$ cat src/rtl/board_redraw_sequencer.sv
// board_redraw_sequencer
// Walks the board colour RAM in raster order and issues one draw command per
// cell to the downstream cell drawer, waiting for the drawer's busy window to
// open and close before moving to the next cell.
//
// Ports:
//   clock, resetn      system clock (rising edge), synchronous active-low reset
//   start              pulse, requests a full-board redraw (ignored unless idle)
//   rd_addr / rd_data  board RAM address (row*COLS+col) / colour, 1-cycle read
//   draw_x, draw_y     top-left pixel of the current cell
//   draw_colour        colour of the current cell
//   draw_go            one-cycle launch pulse to the drawer
//   draw_busy          drawer plot window
//   busy               high from accepted start until done
//   done               one-cycle pulse after the last cell
//   timeout_err        sticky, a cell's ack wait expired
module board_redraw_sequencer #(
   parameter int unsigned COLS        = 10,
   parameter int unsigned ROWS        = 12,
   parameter int unsigned CELL        = 10,
   parameter int unsigned X0          = 0,
   parameter int unsigned Y0          = 0,
   parameter int unsigned ACK_TIMEOUT = 7
) (
   input  logic       clock,
   input  logic       resetn,
   input  logic       start,
   output logic [6:0] rd_addr,
   input  logic [2:0] rd_data,
   output logic [6:0] draw_x,
   output logic [6:0] draw_y,
   output logic [2:0] draw_colour,
   output logic       draw_go,
   input  logic       draw_busy,
   output logic       busy,
   output logic       done,
   output logic       timeout_err
);

   localparam int unsigned COL_W = (COLS > 1) ? $clog2(COLS) : 1;
   localparam int unsigned ROW_W = (ROWS > 1) ? $clog2(ROWS) : 1;
   localparam int unsigned CNT_W = $clog2(ACK_TIMEOUT + 1);

   localparam logic [COL_W-1:0] COL_LAST = COL_W'(COLS - 1);
   localparam logic [ROW_W-1:0] ROW_LAST = ROW_W'(ROWS - 1);
   localparam logic [CNT_W-1:0] CNT_LAST = CNT_W'(ACK_TIMEOUT - 1);
   localparam logic [6:0]       X0_V     = 7'(X0);
   localparam logic [6:0]       Y0_V     = 7'(Y0);
   localparam logic [6:0]       CELL_V   = 7'(CELL);

   typedef enum logic [2:0] {
      IDLE,
      READ,
      LATCH,
      ISSUE,
      WAIT_ACK,
      WAIT_DONE,
      NEXT,
      DONE
   } state_t;

   state_t           state, state_next;
   logic [COL_W-1:0] col, col_next;
   logic [ROW_W-1:0] row, row_next;
   logic [CNT_W-1:0] cnt, cnt_next;
   logic [6:0]       xacc, xacc_next;
   logic [6:0]       yacc, yacc_next;
   logic [6:0]       addr_next;
   logic [6:0]       draw_x_next, draw_y_next;
   logic [2:0]       colour_next;
   logic             go_next, busy_next, done_next, terr_next;

   // State and registered outputs
   always_ff @(posedge clock) begin
      if (!resetn) begin
         state       <= IDLE;
         col         <= '0;
         row         <= '0;
         cnt         <= '0;
         xacc        <= X0_V;
         yacc        <= Y0_V;
         rd_addr     <= '0;
         draw_x      <= X0_V;
         draw_y      <= Y0_V;
         draw_colour <= '0;
         draw_go     <= 1'b0;
         busy        <= 1'b0;
         done        <= 1'b0;
         timeout_err <= 1'b0;
      end else begin
         state       <= state_next;
         col         <= col_next;
         row         <= row_next;
         cnt         <= cnt_next;
         xacc        <= xacc_next;
         yacc        <= yacc_next;
         rd_addr     <= addr_next;
         draw_x      <= draw_x_next;
         draw_y      <= draw_y_next;
         draw_colour <= colour_next;
         draw_go     <= go_next;
         busy        <= busy_next;
         done        <= done_next;
         timeout_err <= terr_next;
      end
   end

   // Next state and next register values; outputs are decided one cycle
   // early so draw_go/done are high exactly in ISSUE/DONE.
   always_comb begin
      state_next  = state;
      col_next    = col;
      row_next    = row;
      cnt_next    = cnt;
      xacc_next   = xacc;
      yacc_next   = yacc;
      addr_next   = rd_addr;
      draw_x_next = draw_x;
      draw_y_next = draw_y;
      colour_next = draw_colour;
      go_next     = 1'b0;
      busy_next   = busy;
      done_next   = 1'b0;
      terr_next   = timeout_err;

      case (state)
         IDLE: begin
            if (start) begin
               state_next = READ;
               col_next   = '0;
               row_next   = '0;
               addr_next  = '0;
               xacc_next  = X0_V;
               yacc_next  = Y0_V;
               busy_next  = 1'b1;
            end
         end
         READ: state_next = LATCH;
         LATCH: begin
            colour_next = rd_data;
            draw_x_next = xacc;
            draw_y_next = yacc;
            go_next     = 1'b1;
            state_next  = ISSUE;
         end
         ISSUE: begin
            cnt_next   = '0;
            state_next = WAIT_ACK;
         end
         WAIT_ACK: begin
            // A drawer already busy here is taken as the ack.
            if (draw_busy) begin
               state_next = WAIT_DONE;
            end else begin
               cnt_next = cnt + CNT_W'(1);
               if (cnt == CNT_LAST) begin
                  terr_next  = 1'b1;
                  state_next = NEXT;
               end
            end
         end
         WAIT_DONE: begin
            if (!draw_busy) state_next = NEXT;
         end
         NEXT: begin
            addr_next = rd_addr + 7'd1;
            if (col == COL_LAST) begin
               col_next  = '0;
               xacc_next = X0_V;
               yacc_next = yacc + CELL_V;
               row_next  = row + ROW_W'(1);
            end else begin
               col_next  = col + COL_W'(1);
               xacc_next = xacc + CELL_V;
            end
            if (col == COL_LAST && row == ROW_LAST) begin
               state_next = DONE;
               done_next  = 1'b1;
               busy_next  = 1'b0;
            end else begin
               state_next = READ;
            end
         end
         DONE: state_next = IDLE;
         default: state_next = IDLE;
      endcase
   end

endmodule

$ cat config.mk
export PLATFORM = sky130hd
export DESIGN_NAME = board_redraw_sequencer
export DESIGN_NICKNAME = d
export VERILOG_FILES = /design/src/rtl/board_redraw_sequencer.sv
export SDC_FILE = /design/constraint.sdc
export NUM_CORES = 1
export LEC_CHECK = 0
export CELL_PAD_IN_SITES_DETAIL_PLACEMENT = 1
export CELL_PAD_IN_SITES_GLOBAL_PLACEMENT = 1
export CORE_ASPECT_RATIO = 0.75
export CORE_MARGIN = 5
export CORE_UTILIZATION = 41
export DETAILED_ROUTE_END_ITERATION = 10
export GPL_TIMING_DRIVEN = 0
export PLACE_DENSITY = 0.79
export SETUP_SLACK_MARGIN = 0.02
export SLEW_MARGIN = 20
export SYNTH_ARGS = -nofsm -noshare
export SYNTH_HDL_FRONTEND = slang
export SYNTH_SLANG_ARGS = --single-unit
$ cat constraint.sdc
create_clock -name clock -period 2.05 [get_ports clock]
set_input_delay 0.41 -clock clock [delete_from_list [all_inputs] [get_ports clock]]
set_output_delay 0.41 -clock clock [all_outputs]
set_load 0.05 [all_outputs]
# Word level (Yosys, flattened, before mapping)

Cells that the tools add are included.

Register bits: 56
Bits of input ports: 7
Word-level logic and storage cells: 72
Output and inout bits: 28

Bitwise gates (word level): 1
Reductions and logical operators: 11
Eq/ne operators: 16
Multiplexer cells: 24
Add/subtract/negate cells: 6

Operators by type and width:

| cell                                           | number |
|---|---|
| case mux 7 bit (2 select lines)                | 3 |
| case mux 3 bit (8 select lines)                | 1 |
| 2-to-1 mux 7 bit                               | 3 |
| 2-to-1 mux 3 bit                               | 6 |
| case mux 4 bit (2 select lines)                | 2 |
| == test 3 bit (second input constant)          | 5 |
| adder 7 x 4 -> 7 bit (second input constant)   | 2 |
| 2-to-1 mux 4 bit                               | 3 |
| AND reduction 3 bit                            | 4 |
| != test 2 bit (second input constant)          | 5 |
| adder 4 x 1 -> 4 bit (second input constant)   | 2 |
| == test 4 bit (second input constant)          | 2 |
| adder 7 x 1 -> 7 bit (second input constant)   | 1 |
| == test 3 x 2 -> 1 bit (second input constant) | 2 |
| case mux 3 bit (2 select lines)                | 1 |
| AND reduction 2 bit                            | 3 |
| 2-to-1 mux 1 bit                               | 4 |
| nonzero test 2 bit                             | 2 |
| adder 3 x 1 -> 3 bit (second input constant)   | 1 |
| == test 3 x 1 -> 1 bit (second input constant) | 1 |
| zero test 3 bit                                | 1 |
| != test 3 bit (second input constant)          | 1 |
| case mux 1 bit (2 select lines)                | 1 |
| logical AND 1 bit                              | 1 |
| inverter 1 bit                                 | 1 |

# Logic depth before layout (Yosys ltp)

Depth in word-level cells: 4
Depth in mapped cells: 7
Mapped depth without buffers: 5

# Worst setup path after synthesis

OpenSTA, ideal clock, no wires.

Path type: reg-to-reg
Start point: register rd_addr[0]
End point: register rd_addr[4]
Setup slack: 0.467 ns
Buffers on the path: 0
Data required time: 1.976 ns
Stages on the path, launching flop included: 5
Arrival: 1.509 ns
Setup time: 0.074 ns
Cells stage by stage: dfxtp_1 ha_1 nand3_1 or3_1 a31oi_1

Longest elaborated chain between the ends: 2

Ends and longest elaborated chain:

| element                         | RTL line | text |
|---|---|---|
| from (decl)                     | 28       | `output logic [6:0] rd_addr,` |
| from (signal assigned)          | 97       | `rd_addr <= addr_next;` |
| adder 7 x 1 -> 7 bit            | 166      | `addr_next = rd_addr + 7'd1;` |
| case mux 7 bit (2 select lines) | 126      | `case (state)` |

Every way passes these cells.
A chain may end at the register's enable or synchronous reset.

# Final worst setup path

Start point: register rd_addr[3]
End point: output port rd_addr[3]

No word-level cell between the ends.

==> results_dict.tcl <==
set metrics [dict create \
    grt_usage_pct 17.7 \
    grt_pass1_wl_mm 11.0 \
    num_io_pins 35 \
    synth.distinct_cells 47 \
    pwr_density_cell_mw_per_mm2 581 \
    ir_drop_v 0.000293 \
    antenna_found_initial 0 \
    clock_skew_ps 9.92 \
    grt_max_degree 15 \
    yosysMostFrequentCell "dfxtp_1" \
    max_freq_mhz 512 \
    wl_per_cell_um 16.9 \
    first_pass_iters 4 \
    clockBufferDepth 2 \
    cp-start-kind "register" \
    syn_inst 271 \
    dieArea_mm2 0.00762 \
    async_flop_share_pct 0 \
    die_w_um 99.2 \
    cts_sinks 52 \
    yosys.area.top_type_share_pct 42.6 \
    period_needed_ps 1950 \
    hold_start "row[3]" \
    yosys_most_used_dff "dfxtp_1" \
    worst_setup_path_end_kind "primary output" \
    worst_pin_slew_ps 781 \
    leakage_nw 1.08 \
    dp_hpwl_mm 4.65 \
    critPathBufInv 1 \
    die_h_um 76.9 \
    drt_iter0_drc 94 \
    crit_chain "clkdlybuf4s50_1" \
    initial_utilization_pct 42.2 \
    syn_area_per_cell_um2 9.02 \
    slew_violations 0 \
    ys_ff_latch 52 \
    clkLatencyLatePin_ps 310 \
    clkTransAtPathRegs_ps 100 \
    wl_mm 6.56 \
    port_buffers 32 \
    arrival_ps 1540 \
    gp_congestion 0.770 \
    syn-cell-area_mm2 0.00244 \
    crit_family "buffers and inverters" \
    drtAntennaViolNets 0 \
    ys_top_cells_by_area "dfxtp_1 (43%), mux2i_1 (8.6%), nand3_1 (5.3%), a21oi_1 (4.1%), ha_1 (4.1%)" \
    drcViolationCount 0 \
    startpoint "rd_addr[3]" \
    critPathRequiredTime_ps 1640 \
    maxSlewHeadroom_pct 47.5 \
    place_inst 382 \
    vias 2192 \
    slowest_delay_ps 830 \
    status "complete, no violations" \
    final_nets 326 \
    root_buffer "clkbuf_8" \
    cap_violations 0 \
    r2r_start "col[1]" \
    postCtsHoldBufs 0 \
    via_per_inst 5.63 \
    cts_htree_levels 2 \
    n_antenna_cell 0 \
    hold_class "reg2reg" \
    synth-seq-area-share_pct 42.6 \
    fin_cells 389 \
    yosysTopAreaCell "dfxtp_1" \
    criticalPathCategory "reg2out" \
    fp-row-count 24 \
    crit_path_top_delay_cell "clkdlybuf4s50_1" \
    yosys_warnings 0 \
    grt_setup_unrepaired "no" \
    area_growth_pct 20.7 \
    numCtsBuffers 5 \
    synth_common_cells "dfxtp_1 (52), nand3_1 (26), mux2i_1 (21), a21oi_1 (20), nor2_1 (18)" \
    cts_tree "done" \
    drive_above_1_share_pct 8.36 \
    fin_crit_sh_pct 95.3 \
    synth_edf_count 0 \
    grt-ovfl-total 0 \
    grt_pass1_vias 2192 \
    setup_ws_ps 97.0 \
    place_area_mm2 0.00287 \
    crit_fanout 5 \
    fin_area_mm2 0.00295 \
    pre_cts_ws_ps -282 \
    core-area_mm2 0.00580 \
    finalHoldViolCount 0 \
    finalSetupViolations 0 \
]
==> final cells by class <==
class                           instances  area [µm²]
Clock inverter                          1        5.00
Fill cell                             680        2850
Tap cell                               78        97.6
Clock buffer                            6        72.6
Buffer                                 24         123
Multi-Input combinational cell        188        1260
Inverter                                8        30.0
Timing Repair Buffer                   32         324
Sequential cell                        52        1040
==> worst paths after layout <==
| check | slack [ps] | cells after the start | endpoint |
|---|---|---|---|
| setup / recovery | 100 | 1 | rd_addr[3] |
| hold / removal | 490 | 2 | row[3] |
| setup reg to reg | 190 | 7 | xacc[3] |
| hold reg to reg | 490 | 2 | row[3] |
==> sequential cells by signal, indices dropped and copies added (netlist names), 4 cells and up <==
register and count:
row 4, draw_x 6, col 4, xacc 6, yacc 6, rd_addr 7, draw_y 6
==> metal layers <==
layer / track usage, % / vias up / part of all wire (%)
met1: 25.9 / 1071 / 50
met4: 4.64 / 0 / 1.1
met3: 4.08 / 10 / 4.8
li1: - / 1064 / -
met2: 26.1 / 47 / 44
met5: 0 / - / 0
==> cells in the final DEF, fill, tap and decap left out, drive strengths merged, types with 2 or more instances in the layout <==
| master | n |
|---|---|
| dlymetal6s2s | 2 |
| or4b | 3 |
| clkdlybuf4s50 | 29 |
| o21a | 2 |
| clkbuf | 17 |
| nand3b | 9 |
| a41oi | 2 |
| or4 | 4 |
| o31ai | 4 |
| nor2 | 18 |
| nor4 | 2 |
| a31oi | 6 |
| or3 | 4 |
| nand2b | 4 |
| ha | 8 |
| o21ai | 7 |
| buf | 13 |
| nor3b | 2 |
| nand4 | 6 |
| nor2b | 2 |
| nor3 | 3 |
| a21oi | 20 |
| mux2i | 21 |
| conb | 2 |
| o211ai | 4 |
| nand3 | 26 |
| dfxtp | 52 |
| inv | 8 |
| a311oi | 3 |
| nand2 | 12 |
==> power breakdown <==
| part | internal, mW | switching, mW |
|---|---|---|
| Sequential | 1.01 | 0.00333 |
| Clock | 0.233 | 0.339 |
| Combinational | 0.0411 | 0.0818 |
| Total | 1.29 | 0.424 |
==> what timing repair did <==
action,4_1_cts,5_1_grt
pin swaps,0,0
gates resized for setup,2,4
endpoints found under the setup margin,3,5
buffers inserted,0,0
==> per-stage QoR <==
| step | utilization, % | hold slack (ps) | TNS (ps) | total power [mW] |
|---|---|---|---|---|
| after floorplan | - | 451 | 0 | 1.12 |
| after global placement | 49.5 | 464 | -2650 | 1.16 |
| after detailed placement | 49.5 | 471 | -3920 | 1.17 |
| after CTS | 50.8 | 489 | 0 | 1.73 |
| after global routing | 50.9 | 506 | 0 | 1.79 |
| final | 50.9 | 490 | 0 | 1.71 |
==> worst min-delay path, stage by stage, from the launching register on <==
cell     delay, ps
dfxtp_1        330
o31ai_1         60
a21oi_1         60
==> logic make-up (layout without fill, tap and decap cells) <==
kind of cell / count (synthesis) / in the layout / share of synthesized area [%]
and+or+nand+nor: 102 / 102 / 24.0
AOI/OAI and AO/OA: 55 / 55 / 14.4
DFF: 52 / 52 / 42.6
buffers and inverters: 32 / 71 / 6.14
muxes: 21 / 21 / 8.60
adders and majority gates: 8 / 8 / 4.09
other: 1 / 2 / 0.153
Power figures use the tool's default switching activity.
